--- src/rtl/radar_signal_conditioner_pkg.sv ---
// Shared constants for the radar timing-input conditioner.
// Channel indices, filter state encoding and glitch counter width.
package radar_cond_pkg;

    localparam int CH_ARP  = 0;
    localparam int CH_ACP  = 1;
    localparam int CH_TRIG = 2;

    localparam int GLITCH_WIDTH = 16;

    typedef enum logic [1:0] {
        STABLE_LO = 2'd0,
        QUAL_HI   = 2'd1,
        STABLE_HI = 2'd2,
        QUAL_LO   = 2'd3
    } filt_state_e;

    function automatic logic [GLITCH_WIDTH-1:0] sat_inc(
        input logic [GLITCH_WIDTH-1:0] v
    );
        return (&v) ? v : v + GLITCH_WIDTH'(1);
    endfunction

endpackage

--- src/rtl/radar_signal_filter.sv ---
// One conditioner channel: polarity fix, synchronizer, stable-count
// glitch filter and edge strobes.
// Ports: US_CLK, RST (sync, active-high), RAW_IN, LVL, RISE, FALL,
// GLITCH (saturating abandoned-qualification count, only when
// RADAR_COND_GLITCH_CNT_EN is defined).
module radar_signal_filter
    import radar_cond_pkg::*;
#(
    parameter int SYNC_STAGES = 2,
    parameter int FILT_WIDTH  = 4,
    parameter int FILT        = 1,
    parameter bit INVERT      = 1'b0
) (
    input  logic US_CLK,
    input  logic RST,
    input  logic RAW_IN,
    output logic LVL,
    output logic RISE,
    output logic FALL
`ifdef RADAR_COND_GLITCH_CNT_EN
    ,
    output logic [GLITCH_WIDTH-1:0] GLITCH
`endif
);

    if (SYNC_STAGES < 2 || SYNC_STAGES > 4) begin : g_bad_sync
        $error("SYNC_STAGES must be 2..4");
    end
    if (FILT < 0 || FILT > (1 << FILT_WIDTH) - 1) begin : g_bad_filt
        $error("FILT does not fit in FILT_WIDTH");
    end

    localparam logic [FILT_WIDTH-1:0] FILT_C = FILT_WIDTH'(FILT);

    logic [SYNC_STAGES-1:0] sync_q;
    logic                   s;
    filt_state_e            state_q, state_d;
    logic [FILT_WIDTH-1:0]  cnt_q, cnt_d;
    logic                   lvl_q, lvl_d;
    logic                   rise_q, rise_d;
    logic                   fall_q, fall_d;

    assign s = sync_q[SYNC_STAGES-1];

    always_ff @(posedge US_CLK) begin
        if (RST) begin
            sync_q <= '0;
        end else begin
            sync_q <= {sync_q[SYNC_STAGES-2:0], RAW_IN ^ INVERT};
        end
    end

    // cnt counts cycles already seen at the candidate level; it never
    // exceeds FILT so it cannot wrap.
    always_comb begin
        state_d = state_q;
        cnt_d   = cnt_q;
        unique case (state_q)
            STABLE_LO: begin
                if (s) begin
                    if (FILT == 0) begin
                        state_d = STABLE_HI;
                    end else begin
                        state_d = QUAL_HI;
                        cnt_d   = FILT_WIDTH'(1);
                    end
                end
            end
            QUAL_HI: begin
                if (!s) begin
                    state_d = STABLE_LO;
                    cnt_d   = '0;
                end else if (cnt_q == FILT_C) begin
                    state_d = STABLE_HI;
                    cnt_d   = '0;
                end else begin
                    cnt_d = cnt_q + FILT_WIDTH'(1);
                end
            end
            STABLE_HI: begin
                if (!s) begin
                    if (FILT == 0) begin
                        state_d = STABLE_LO;
                    end else begin
                        state_d = QUAL_LO;
                        cnt_d   = FILT_WIDTH'(1);
                    end
                end
            end
            QUAL_LO: begin
                if (s) begin
                    state_d = STABLE_HI;
                    cnt_d   = '0;
                end else if (cnt_q == FILT_C) begin
                    state_d = STABLE_LO;
                    cnt_d   = '0;
                end else begin
                    cnt_d = cnt_q + FILT_WIDTH'(1);
                end
            end
        endcase
        lvl_d  = (state_d == STABLE_HI) || (state_d == QUAL_LO);
        rise_d = lvl_d & ~lvl_q;
        fall_d = ~lvl_d & lvl_q;
    end

    always_ff @(posedge US_CLK) begin
        if (RST) begin
            state_q <= STABLE_LO;
            cnt_q   <= '0;
            lvl_q   <= 1'b0;
            rise_q  <= 1'b0;
            fall_q  <= 1'b0;
        end else begin
            state_q <= state_d;
            cnt_q   <= cnt_d;
            lvl_q   <= lvl_d;
            rise_q  <= rise_d;
            fall_q  <= fall_d;
        end
    end

    assign LVL  = lvl_q;
    assign RISE = rise_q;
    assign FALL = fall_q;

`ifdef RADAR_COND_GLITCH_CNT_EN
    logic                    abandon;
    logic [GLITCH_WIDTH-1:0] glitch_q, glitch_d;

    assign abandon = (state_q == QUAL_HI && !s) ||
                     (state_q == QUAL_LO && s);

    // The count restarts on each RISE; an abandon in that same cycle
    // is kept as the first count of the new window.
    always_comb begin
        glitch_d = glitch_q;
        if (rise_d) begin
            glitch_d = GLITCH_WIDTH'(abandon);
        end else if (abandon) begin
            glitch_d = sat_inc(glitch_q);
        end
    end

    always_ff @(posedge US_CLK) begin
        if (RST) begin
            glitch_q <= '0;
        end else begin
            glitch_q <= glitch_d;
        end
    end

    assign GLITCH = glitch_q;
`endif

endmodule

--- src/rtl/radar_signal_conditioner.sv ---
// Conditions raw ARP, ACP and TRIG into clean levels and edge strobes.
// Ports: US_CLK, RST (sync, active-high), *_IN raw, *_LVL, *_RISE,
// ARP_FALL; *_GLITCH counts only when RADAR_COND_GLITCH_CNT_EN is defined.
module radar_signal_conditioner
    import radar_cond_pkg::*;
#(
    parameter int         SYNC_STAGES = 2,
    parameter int         FILT_WIDTH  = 4,
    parameter int         ARP_FILT    = 3,
    parameter int         ACP_FILT    = 2,
    parameter int         TRIG_FILT   = 1,
    parameter logic [2:0] INVERT      = 3'b000
) (
    input  logic US_CLK,
    input  logic RST,
    input  logic ARP_IN,
    input  logic ACP_IN,
    input  logic TRIG_IN,
    output logic ARP_LVL,
    output logic ACP_LVL,
    output logic TRIG_LVL,
    output logic ARP_RISE,
    output logic ACP_RISE,
    output logic TRIG_RISE,
    output logic ARP_FALL
`ifdef RADAR_COND_GLITCH_CNT_EN
    ,
    output logic [GLITCH_WIDTH-1:0] ARP_GLITCH,
    output logic [GLITCH_WIDTH-1:0] ACP_GLITCH,
    output logic [GLITCH_WIDTH-1:0] TRIG_GLITCH
`endif
);

    // Only ARP has a consumer for its falling strobe.
    logic acp_fall;
    logic trig_fall;

    radar_signal_filter #(
        .SYNC_STAGES(SYNC_STAGES), .FILT_WIDTH(FILT_WIDTH),
        .FILT(ARP_FILT), .INVERT(INVERT[CH_ARP])
    ) u_arp (
        .US_CLK(US_CLK), .RST(RST), .RAW_IN(ARP_IN),
        .LVL(ARP_LVL), .RISE(ARP_RISE), .FALL(ARP_FALL)
`ifdef RADAR_COND_GLITCH_CNT_EN
        , .GLITCH(ARP_GLITCH)
`endif
    );

    radar_signal_filter #(
        .SYNC_STAGES(SYNC_STAGES), .FILT_WIDTH(FILT_WIDTH),
        .FILT(ACP_FILT), .INVERT(INVERT[CH_ACP])
    ) u_acp (
        .US_CLK(US_CLK), .RST(RST), .RAW_IN(ACP_IN),
        .LVL(ACP_LVL), .RISE(ACP_RISE), .FALL(acp_fall)
`ifdef RADAR_COND_GLITCH_CNT_EN
        , .GLITCH(ACP_GLITCH)
`endif
    );

    radar_signal_filter #(
        .SYNC_STAGES(SYNC_STAGES), .FILT_WIDTH(FILT_WIDTH),
        .FILT(TRIG_FILT), .INVERT(INVERT[CH_TRIG])
    ) u_trig (
        .US_CLK(US_CLK), .RST(RST), .RAW_IN(TRIG_IN),
        .LVL(TRIG_LVL), .RISE(TRIG_RISE), .FALL(trig_fall)
`ifdef RADAR_COND_GLITCH_CNT_EN
        , .GLITCH(TRIG_GLITCH)
`endif
    );

    logic unused_falls;
    assign unused_falls = acp_fall ^ trig_fall;

endmodule
--- config.mk ---
export PLATFORM = sky130hd
export DESIGN_NAME = radar_signal_conditioner
export DESIGN_NICKNAME = d
export VERILOG_FILES = /design/src/rtl/radar_signal_conditioner_pkg.sv /design/src/rtl/radar_signal_filter.sv /design/src/rtl/radar_signal_conditioner.sv
export SDC_FILE = /design/constraint.sdc
export NUM_CORES = 1
export LEC_CHECK = 0
export ABC_AREA = 0
export BUFFER_PORTS_ARGS = -buffer_cell sky130_fd_sc_hd__buf_2
export CORE_ASPECT_RATIO = 1.2
export CORE_MARGIN = 1
export CORE_UTILIZATION = 40
export CTS_CLUSTER_DIAMETER = 80
export DETAILED_ROUTE_END_ITERATION = 8
export PLACE_DENSITY_LB_ADDON = 0.12
export SLEW_MARGIN = 25
export SYNTH_ARGS = -nofsm -noshare
export SYNTH_HDL_FRONTEND = slang
export SYNTH_SLANG_ARGS = --single-unit
--- constraint.sdc ---
create_clock -name US_CLK -period 1.65 [get_ports US_CLK]
set_input_delay 0.165 -clock US_CLK [delete_from_list [all_inputs] [get_ports US_CLK]]
set_output_delay 0.165 -clock US_CLK [all_outputs]
set_load 0.02 [all_outputs]
==> flow_summary.toml <==
[cells_and_area]
register_area_sq_um = 621
num_antenna_cells = 0
flow.area_growth_from_synthesis_pct = 16.3
drive_above_1_share_pct = 18.6
final_nets = 154
multiInputGateArea_sq_um = 591
fillerInstances = 255

[worst_setup_path]
worstRegToRegCells = 5
reg2reg_to = "u_trig.cnt_q[1]$_SDFFE_PP0P_"
reg2reg_setup_slack_ps = 200
crit_fanout = 4
crit_end = "u_trig.cnt_q[1]$_SDFFE_PP0P_"
critPathKind = "flop to flop"
worstSetupStartpointType = "flop"
cp_required_ps = 1910
worst_ep_arrival_time_ps = 1710
launching_point_of_the_worst_reg2reg_path = "u_trig.cnt_q[1]$_SDFFE_PP0P_"
worstSetupStartpoint = "u_trig.cnt_q[1]$_SDFFE_PP0P_"
critPathCaptureType = "flop"

[grt]
initial_antenna_violation_count = 0
grt_pass1_wl_um = 3370
grt_pass1_vias = 821
grt_usage_pct = 14.3
congestion_overflow_gr = 0
grt_max_degree = 13

[clocking]
cts.repair_timing.setup_buffer_count = 0
max-clock-path-buffers = 2
clock-root-buffer = "sky130_fd_sc_hd__clkbuf_4"
skew_pair_late_insertion_delay_ps = 330
cts_htree_levels = 2
cts-resized-gates = 0
numCtsBuffers = 5
cts_hold_repair.buffers = 0
cts.sinks = 31
cts.clk_slew.worst_paths_ps = 90
cts_tree = "done"

[drt]
wl_per_cell_um = 11.3
detailroute.wirelength.met2_um = 892
drt_pass1_iterations = 4
ant_nets = 0
routed-wl-met3_um = 131
top_layer_used = "met4"
route.vias.total = 982
via_per_inst = 5.49
met1Wirelength_um = 947
drt_iter0_markers = 25
wl_um = 2020
drc = 0

[floorplan]
die_h_um = 63.1
ioPinCount = 12
core_region_area_sq_mm = 0.00286
chipWidth_um = 52.9
fp-row-count = 21
full_die_area_sq_mm = 0.00334
initial_utilization_pct = 43.5

[timing]
timing.final.setup_violations = 0
timing_max_transition_violations_final = 0
slew_headroom_pct = 68.8
worst-slew-pin-transition_ps = 464
clk_skew_ps = 6.22
finalSetupTns_ps = 0
final.period_utilization_pct = 87.8
timing.final.hold_violations = 0
timing.final.crit_period_ps = 1450
rsz0062_at_grt = "false"
max_clk_rate_mhz = 690

[power]
worst_ir_drop_vdd_uv = 643
p_per_area_mw_per_mm2 = 993
power_mw = 1.44
static-leakage-power_nw = 0.585

[placed_design]
numPortBuffers = 11
place.detailed.hpwl_um = 1450
place.gp.congestion = 0.718

[yosys]
synth_area_sq_mm = 0.00124
synth_cell_type_count = 29
synth_fp_nets = 135
synth_top_cell_by_area = "sky130_fd_sc_hd__dfxtp_1"
synth-async-reset-ratio_pct = 0
yosys-top-cells-area = "sky130_fd_sc_hd__dfxtp_1 50%, sky130_fd_sc_hd__ha_1 5.0%, sky130_fd_sc_hd__nand3_1 4.8%"
avgSynthCellArea_sq_um = 9.96
top_cells_by_instance_count_after_synthesis = "31 x sky130_fd_sc_hd__dfxtp_1, 12 x sky130_fd_sc_hd__nand3_1, 8 x sky130_fd_sc_hd__nor2_1, 7 x sky130_fd_sc_hd__nor2b_1"
count_of_yosys_warnings_during_synthesis = 0
synth-seq-area-share_pct = 49.8
synth_cells = 125
number_of_synthesized_flops_with_an_enable_pin = 0
synth.top_cell.area_share_pct = 49.8
postSynth.topFlopCell = "sky130_fd_sc_hd__dfxtp_1"
post-synth-top-count-cell = "sky130_fd_sc_hd__dfxtp_1"
synth.ff_latch_count = 31

[job]
max-cap-violations = 0

[min_path]
min_delay_path_depth = 2
min-delay-path-class = "input pin to flop"

[run_status]
run_status = "finished clean"
==> layout make-up <==
class	instances	share of cell area [%]
Inverter	6	1.56
Multi-Input combinational cell	85	40.8
Clock buffer	6	3.54
Clock inverter	2	2.42
Timing Repair Buffer	15	5.88
Sequential cell	31	42.9
Tap cell	34	2.94
==> critical path, stage by stage (launching register included) <==
cell	delay, ps
sky130_fd_sc_hd__dfxtp_1	390
sky130_fd_sc_hd__inv_1	60
sky130_fd_sc_hd__ha_1	180
sky130_fd_sc_hd__nor3b_1	150
sky130_fd_sc_hd__or4_1	470
sky130_fd_sc_hd__a21oi_1	140
==> cell usage in the layout (no fill, tap or decap), types with 2 or more instances in the layout <==
master,synthesis,final
sky130_fd_sc_hd__a21oi_1,5,5
sky130_fd_sc_hd__a31oi_1,3,3
sky130_fd_sc_hd__and4bb_2,3,3
sky130_fd_sc_hd__buf_2,0,11
sky130_fd_sc_hd__buf_4,0,4
sky130_fd_sc_hd__clkbuf_4,0,5
sky130_fd_sc_hd__dfxtp_1,31,31
sky130_fd_sc_hd__ha_1,5,5
sky130_fd_sc_hd__inv_1,6,6
sky130_fd_sc_hd__mux2i_1,3,3
sky130_fd_sc_hd__nand3_1,12,12
sky130_fd_sc_hd__nand4_1,6,6
sky130_fd_sc_hd__nand4b_1,2,2
sky130_fd_sc_hd__nor2_1,8,8
sky130_fd_sc_hd__nor2b_1,7,7
sky130_fd_sc_hd__nor3_1,6,6
sky130_fd_sc_hd__nor3b_1,2,2
sky130_fd_sc_hd__o211a_1,2,2
sky130_fd_sc_hd__o21ai_0,2,2
sky130_fd_sc_hd__o311ai_0,2,2
sky130_fd_sc_hd__or4_1,4,4
sky130_fd_sc_hd__xnor2_1,3,3
sky130_fd_sc_hd__xor2_1,3,3
==> cell families after synthesis <==
family | after synthesis | synth area share (%)
AND/OR/NAND/NOR | 55 | 27.2
AO/OA/AOI/OAI | 16 | 8.54
buffers and inverters | 9 | 2.71
flip-flops | 31 | 49.8
XOR/XNOR | 6 | 4.22
multiplexers | 3 | 2.41
adder cells (fa/ha/maj) | 5 | 5.03
==> worst min-delay path by stage <==
stage	start	to	slack (ps)
3_3_place_gp	ARP_IN	u_arp.sync_q[0]$_SDFF_PP0_	380
5_1_grt	TRIG_IN	u_trig.sync_q[0]$_SDFF_PP0_	20
3_5_place_dp	ACP_IN	u_acp.sync_q[0]$_SDFF_PP0_	380
2_1_floorplan	ACP_IN	u_acp.sync_q[0]$_SDFF_PP0_	290
6_report	TRIG_IN	u_trig.sync_q[0]$_SDFF_PP0_	40
4_1_cts	TRIG_IN	u_trig.sync_q[0]$_SDFF_PP0_	40
==> power by group <==
part           total, mW  internal, mW  switching, mW
registers          0.771         0.761         0.0103
clock network      0.612         0.358          0.254
logic             0.0541        0.0232         0.0309
==> registers in the layout, indices dropped and copies added, names as in the netlist, 2 cells and up <==
name,cells
u_acp.cnt_q,4
u_acp.state_q,2
u_acp.sync_q,2
u_arp.cnt_q,4
u_arp.state_q,2
u_arp.sync_q,2
u_trig.cnt_q,4
u_trig.state_q,2
u_trig.sync_q,2
==> per-layer routing <==
layer  GRT usage, %  vias to the layer above
met2           20.9                       29
met4           7.89                        0
met1           16.1                      454
met5              0                        -
met3           7.97                        4
li1               -                      495
==> through the flow <==
step           hold slack (ps)  instances  utilization [%]  worst slack, ps  cell area, sq um
2_1_floorplan              293        125                -              304              1240
4_1_cts                   37.4        179             50.5              197              1450
3_3_place_gp               380        171             47.5              258              1360
3_5_place_dp               383        171             47.5              227              1360
5_1_grt                   20.2        179             50.5             88.2              1450
6_report                  44.2        179             50.5              201              1450
Note: power is estimated with default switching activity, not from simulation.
